### src/rtl/pmem_write_buffer.sv
// pmem_write_buffer: line-granular write-back buffer between cache and pmem.
// Evictions are queued in a small FIFO and drained when the cache is idle.
// Reads that hit a buffered line are answered from the buffer (youngest match).
// Optional feature macro: WB_BUF_COALESCE_EN (writes to a buffered line
// overwrite that entry in place instead of enqueueing a new one).
//
// state  | meaning
// IDLE   | arbitrate: read > write > drain
// RD_MEM | line fill from pmem in progress
// DRAIN  | writing head entry to pmem
// ACK    | one-cycle lmem_resp to the cache
module pmem_write_buffer #(
  parameter int DEPTH  = 2,
  parameter int ADDR_W = 32,
  parameter int LINE_W = 256
) (
  input  logic              clk,
  input  logic              rst,
  input  logic              lmem_read,
  input  logic              lmem_write,
  input  logic [ADDR_W-1:0] lmem_address,
  input  logic [LINE_W-1:0] lmem_wdata,
  output logic [LINE_W-1:0] lmem_rdata,
  output logic              lmem_resp,
  input  logic              pmem_resp,
  input  logic [LINE_W-1:0] pmem_rdata,
  output logic              pmem_read,
  output logic              pmem_write,
  output logic [ADDR_W-1:0] pmem_address,
  output logic [LINE_W-1:0] pmem_wdata
);

  localparam int PTR_W = (DEPTH > 1) ? $clog2(DEPTH) : 1;
  localparam int CNT_W = PTR_W + 1;
  localparam int TAG_W = ADDR_W - 5;
  localparam logic [CNT_W-1:0] FULL = CNT_W'(DEPTH);

  typedef enum logic [1:0] {IDLE, RD_MEM, DRAIN, ACK} state_t;

  state_t            state, state_n;
  logic [TAG_W-1:0]  tag_q  [DEPTH];
  logic [LINE_W-1:0] data_q [DEPTH];
  logic [PTR_W-1:0]  head, tail, hit_idx;
  logic [CNT_W-1:0]  count;
  logic [LINE_W-1:0] rdata_q;
  logic              hit;
  logic              do_enq, do_ovw, do_pop, ld_hit, ld_mem;
  logic [TAG_W-1:0]  req_tag;
  logic [4:0]        unused_offset;

  assign req_tag       = lmem_address[ADDR_W-1:5];
  assign unused_offset = lmem_address[4:0];
  assign lmem_rdata    = rdata_q;

  // Tag lookup over valid entries, oldest to youngest so the youngest match wins.
  always_comb begin
    hit     = 1'b0;
    hit_idx = head;
    for (int i = 0; i < DEPTH; i++) begin
      if ((CNT_W'(i) < count) && (tag_q[head + PTR_W'(i)] == req_tag)) begin
        hit     = 1'b1;
        hit_idx = head + PTR_W'(i);
      end
    end
  end

  // State register.
  always_ff @(posedge clk) begin
    if (rst) state <= IDLE;
    else     state <= state_n;
  end

  // Next-state, handshake outputs and datapath strobes.
  always_comb begin
    state_n      = state;
    pmem_read    = 1'b0;
    pmem_write   = 1'b0;
    lmem_resp    = 1'b0;
    pmem_address = '0;
    pmem_wdata   = '0;
    do_enq       = 1'b0;
    do_ovw       = 1'b0;
    do_pop       = 1'b0;
    ld_hit       = 1'b0;
    ld_mem       = 1'b0;
    case (state)
      IDLE: begin
        if (lmem_read) begin
          if (hit) begin
            ld_hit  = 1'b1;
            state_n = ACK;
          end else begin
            state_n = RD_MEM;
          end
        end else if (lmem_write) begin
`ifdef WB_BUF_COALESCE_EN
          if (hit) begin
            do_ovw  = 1'b1;
            state_n = ACK;
          end else if (count != FULL) begin
            do_enq  = 1'b1;
            state_n = ACK;
          end else begin
            state_n = DRAIN;
          end
`else
          if (count != FULL) begin
            do_enq  = 1'b1;
            state_n = ACK;
          end else begin
            state_n = DRAIN;
          end
`endif
        end else if (count != '0) begin
          state_n = DRAIN;
        end
      end
      RD_MEM: begin
        pmem_read    = 1'b1;
        pmem_address = {req_tag, 5'b0};
        if (pmem_resp) begin
          ld_mem  = 1'b1;
          state_n = ACK;
        end
      end
      DRAIN: begin
        pmem_write   = 1'b1;
        pmem_address = {tag_q[head], 5'b0};
        pmem_wdata   = data_q[head];
        if (pmem_resp) begin
          do_pop  = 1'b1;
          state_n = IDLE;
        end
      end
      ACK: begin
        lmem_resp = 1'b1;
        state_n   = IDLE;
      end
      default: state_n = IDLE;
    endcase
  end

  // FIFO pointers, occupancy and the read-data return register.
  always_ff @(posedge clk) begin
    if (rst) begin
      head    <= '0;
      tail    <= '0;
      count   <= '0;
      rdata_q <= '0;
    end else begin
      if (do_enq) begin
        tail  <= tail + PTR_W'(1);
        count <= count + CNT_W'(1);
      end
      if (do_pop) begin
        head  <= head + PTR_W'(1);
        count <= count - CNT_W'(1);
      end
      if (ld_hit) rdata_q <= data_q[hit_idx];
      if (ld_mem) rdata_q <= pmem_rdata;
    end
  end

  // Entry storage; contents are only meaningful inside the head..tail window.
  always_ff @(posedge clk) begin
    if (do_enq) begin
      tag_q[tail]  <= req_tag;
      data_q[tail] <= lmem_wdata;
    end else if (do_ovw) begin
      data_q[hit_idx] <= lmem_wdata;
    end
  end

endmodule
### config.mk
export PLATFORM = sky130hd
export DESIGN_NAME = pmem_write_buffer
export DESIGN_NICKNAME = d
export VERILOG_FILES = /design/src/rtl/pmem_write_buffer.sv
export SDC_FILE = /design/constraint.sdc
export NUM_CORES = 1
export LEC_CHECK = 0
export ABC_CLOCK_PERIOD_IN_PS = 20500
export BUFFER_PORTS_ARGS = -buffer_cell sky130_fd_sc_hd__buf_2
export CAP_MARGIN = 20
export CORE_AREA = 2 2 423 425
export DETAILED_ROUTE_END_ITERATION = 8
export DIE_AREA = 0 0 425 427
export PLACE_DENSITY = 0.49
export SLEW_MARGIN = 20
export SYNTH_ARGS = -nofsm -noshare
export SYNTH_HDL_FRONTEND = slang
export SYNTH_SLANG_ARGS = --single-unit
### constraint.sdc
create_clock -name clk -period 20.5 [get_ports clk]
set_input_delay 0 -clock clk [delete_from_list [all_inputs] [get_ports clk]]
set_output_delay 0 -clock clk [all_outputs]
set_load 0.02 [all_outputs]
==> metrics.md <==
| Metric | Value |
|---|---|
| Status | complete, no violations |
| Vias in the first global route | 42,225 |
| Critical path class | register to register |
| Multi-input combinational cell area | 23,400 um^2 |
| Total number of vias | 43,053 |
| HP Class | input port to register |
| Starting density of the core | 0.269 |
| Tcrit/Tclk final | 0.372 |
| Drt pass-1 iters | 7 |
| Syn Area/Cell | 10.3 um^2 |
| Routed Antenna Nets | 0 |
| Pin count of the biggest net entering global routing | 276 |
| Hold path start | lmem_wdata[22] |
| Sinks on Clock Net | 829 |
| CTS tree | built |
| GPL Wtd Cong | between 0.8 and 0.9 |
| PortBufs | 1,085 |
| Comb pwr share | 0.384 |
| Worst-path fanout max | 217 |
| Worst Clk Skew | 38.2 ps |
| WL/cell | 23.1 um |
| Post_cts resized | 0 |
| Filler cell count | approximately 18,000 |
| CP endpoint kind | register |
| Buffer depth of the longest clock path | 3 |
| # IOs | ~1,100 |
| R2R Path End | lmem_rdata[136]$_SDFFE_PP0P_ |
| Final-report hold violation count | 0 |
| Clk Latency, worst-skew pair | 740 ps |
| Synth warnings | 0 |
| Layout Cells excl Fill | 8,834 |
| P_int | 4.09 mW |
| DRC violations left | 0 |
| Die W | 425 um |
| Distinct cells, synth | 43 |
| Post-Place Cell Area | 54,600 um^2 |
| RSZ-0062 raised after global routing | no |
| Post-Syn Instances | 4,602 |
| Lkg Pwr | 24.8 nW |
| Std cell rows | roughly 160 |
| Layout cells sized above 1 | 0.243 |
| CP required | 21,100 ps |
| R2R depth | 13 |
| GRT Total Usage | 0.214 |
| Root Driver | clkbuf_16 |
| Global route total overflow | 0 |
| Pwr Density | 97.5 nW/um^2 |
| P_sw | about 2.5 mW |
| Layout net count | 6,922 |
| Reg2reg start | head$_SDFFE_PP0P_ |
| Final Power | 6.60 mW |
| Inst Count DP | 7,663 |
| R2R setup slack | 12,880 ps |
| Final setup viols | 0 |
| DRT Wirelength | 204,000 um |
| Seq. cell area | 22,300 um^2 |
| Worst Path Arrival | 8220 ps |
| Min Tclk post-route | 7620 ps |
| Max-cap viol count | 0 |
| Initial antenna violation count | 26 |
| Post-route cell area | 67,700 um^2 |
| H-tree levels | 3 |
| Sequential power share | 0.333 |
| Syn-to-layout area delta | 42.2% |
| Die boundary height | 427 um |
| Total die area | 181,000 um^2 |
| Reg clk slew, reported paths | 60 ps |
| Vias per cell | approximately 5 |
| CP startpoint | head$_SDFFE_PP0P_ |
| Setup TNS Final | 0 ps |
| Max IR drop VDD | 0.0704 mV |
| CTS Buf Count | approximately 100 |
| Clock network power share | 0.283 |
| Seq/Total Area, Yosys | 0.468 |
| CP endpoint | lmem_rdata[136]$_SDFFE_PP0P_ |
| Worst Setup Start Kind | register |
| Synthesized flop and latch total | 829 |
| Final slew viol count | 0 |
| Worst slew margin | 0.194 |
| Worst Max-Slew Pin Slew | 1210 ps |
| First-pass GRT wire length | 290,000 um |
| Core area | around 180,000 um^2 |
| Fmax | 131 MHz |
| First DRT Iteration DRCs | roughly 2,800 |
| Switch share | 0.380 |
| Post-Syn Area | roughly 48,000 um^2 |
| Util after Layout | 0.382 |
| DP Wirelength | 135,000 um |
routing by layer:
metal | global-route usage | share of wire
met1 | 0.264 | 0.41
met2 | 0.369 | 0.49
met3 | 0.0366 | 0.054
met4 | 0.0901 | 0.043
met5 | 0 | 0
worst min-delay path by stage:
stage / to / slack [ps] / cells after the start
after CTS: lmem_rdata[46]$_SDFFE_PP0P_ / 0.2 / 4
after global routing: data_q[0][105]$_DFFE_PP_ / 30 / 2
after detailed placement: data_q[1][243]$_DFFE_PP_ / 190 / 1
after floorplan: data_q[0][0]$_DFFE_PP_ / 100 / 0
final: data_q[0][22]$_DFFE_PP_ / 70 / 2
after global placement: data_q[0][84]$_DFFE_PP_ / 190 / 1
cells by family after synthesis:
family / after synthesis / synth area share
AOI/OAI and AO/OA: 804 / 0.165
xor gates and xnor gates: 56 / 0.0103
adders and majority gates: 8 / 0.00210
buffers and inverters: 453 / 0.0430
DFF: 829 / 0.468
muxes: 310 / 0.0655
other: 1 / 0.0000788
and+or+nand+nor: 2141 / 0.246
area by class of cell:
type / count / area share
multi-input combinational: 3324 / 0.345
sequential: 829 / 0.329
timing repair buffer: 2101 / 0.230
clock buffer: 156 / 0.0451
tap: 2355 / 0.0435
clock inverter: 38 / 0.00549
antenna: 25 / 0.000924
inverter: 6 / 0.000333
through the flow:
stage	worst slack, ps	hold WS [ps]
floorplan	6800	98.9
global placement	13420	189
detailed placement	13330	191
CTS	12820	0.216
global route	12430	28.3
finish	12880	70.8
flip-flops by register name, summed over array words and instances, names as in the netlist, named ones only:
register and count:
data_q 512, lmem_rdata 256, tag_q 54, count 2
state 2, head 1, tail 1
cell usage after synthesis:
cell / n / area share
mux2_4: 1 / 0.00032
inv_1: 6 / 0.00047
o221ai_2: 240 / 0.076
clkbuf_1: 310 / 0.024
a21boi_0: 18 / 0.0028
o221ai_1: 16 / 0.0029
mux2_1: 1 / 0.00024
a211oi_1: 257 / 0.041
or2_2: 2 / 0.00026
a211o_1: 1 / 0.00018
nor2b_1: 265 / 0.035
o32ai_1: 1 / 0.00018
and2_1: 3 / 0.00039
nor3_1: 1 / 0.00011
mux2i_1: 301 / 0.063
mux2_2: 7 / 0.0017
and4_1: 1 / 0.00018
a31oi_1: 1 / 0.00013
nor3b_1: 1 / 0.00016
xnor2_1: 46 / 0.0085
dfxtp_1: 263 / 0.11
and3_1: 2 / 0.00026
buf_2: 74 / 0.0078
xor2_1: 10 / 0.0018
buf_1: 27 / 0.0021
nand3b_1: 257 / 0.041
conb_1: 1 / 0.000079
nand2_1: 538 / 0.042
nand2b_1: 788 / 0.10
a21oi_1: 2 / 0.00021
o41ai_1: 1 / 0.00018
nor2_1: 263 / 0.021
a22oi_1: 265 / 0.042
edfxtp_1: 566 / 0.36
nor4_1: 12 / 0.0016
nor4_2: 2 / 0.00053
buf_4: 5 / 0.00079
a311o_1: 1 / 0.00021
nand3_1: 4 / 0.00042
ha_1: 8 / 0.0021
buf_6: 31 / 0.0073
nand4_1: 2 / 0.00026
o31a_1: 1 / 0.00018
worst max-delay path, stage by stage, from the launching register on:
cell           delay [ps]
dfxtp_4               970
buf_12                650
buf_4                 830
mux2i_1               300
xnor2_1                90
nor4_1                670
and4_4                850
nand3_1               300
nand2_4               130
buf_12                330
buf_16                340
buf_4                 810
o221ai_2              170
dlygate4sd3_1         610
power groups by stage:
| stage | registers, mW | logic, mW | clock network, mW |
|---|---|---|---|
| after floorplan | 2.39 | 1.37 | 0 |
| after global placement | 2.22 | 2.35 | 0 |
| after detailed placement | 2.23 | 2.37 | 0 |
| after CTS | 2.19 | 2.55 | 1.92 |
| after global routing | 2.22 | 2.70 | 1.98 |
| final | 2.20 | 2.53 | 1.87 |
repair_timing:
| action | in CTS | in global routing |
|---|---|---|
| hold buffers | 951 | 0 |
| buffers inserted | 0 | 0 |
| hold endpoints to repair | 829 | 0 |
layout by cell type (no fill, tap or decap), drive strengths merged, types with 2 or more instances in the layout:
master / netlist / layout
buf: 137 / 1150
dlygate4sd3: 0 / 951
nand2b: 788 / 788
edfxtp: 566 / 566
nand2: 538 / 538
mux2i: 301 / 301
a22oi: 265 / 265
nor2b: 265 / 265
nor2: 263 / 263
dfxtp: 263 / 263
a211oi: 257 / 257
nand3b: 257 / 257
o221ai: 256 / 256
clkbuf: 310 / 156
xnor2: 46 / 46
clkinv: 0 / 26
diode: 0 / 25
a21boi: 18 / 18
nor4: 14 / 14
xor2: 10 / 10
mux2: 9 / 9
inv: 6 / 8
ha: 8 / 8
bufinv: 0 / 6
conb: 1 / 5
clkinvlp: 0 / 4
nand3: 4 / 4
and2: 3 / 3
or2: 2 / 2
nand4: 2 / 2
a21oi: 2 / 2
and3: 2 / 2
No activity file was read; power rests on OpenSTA's default activity.
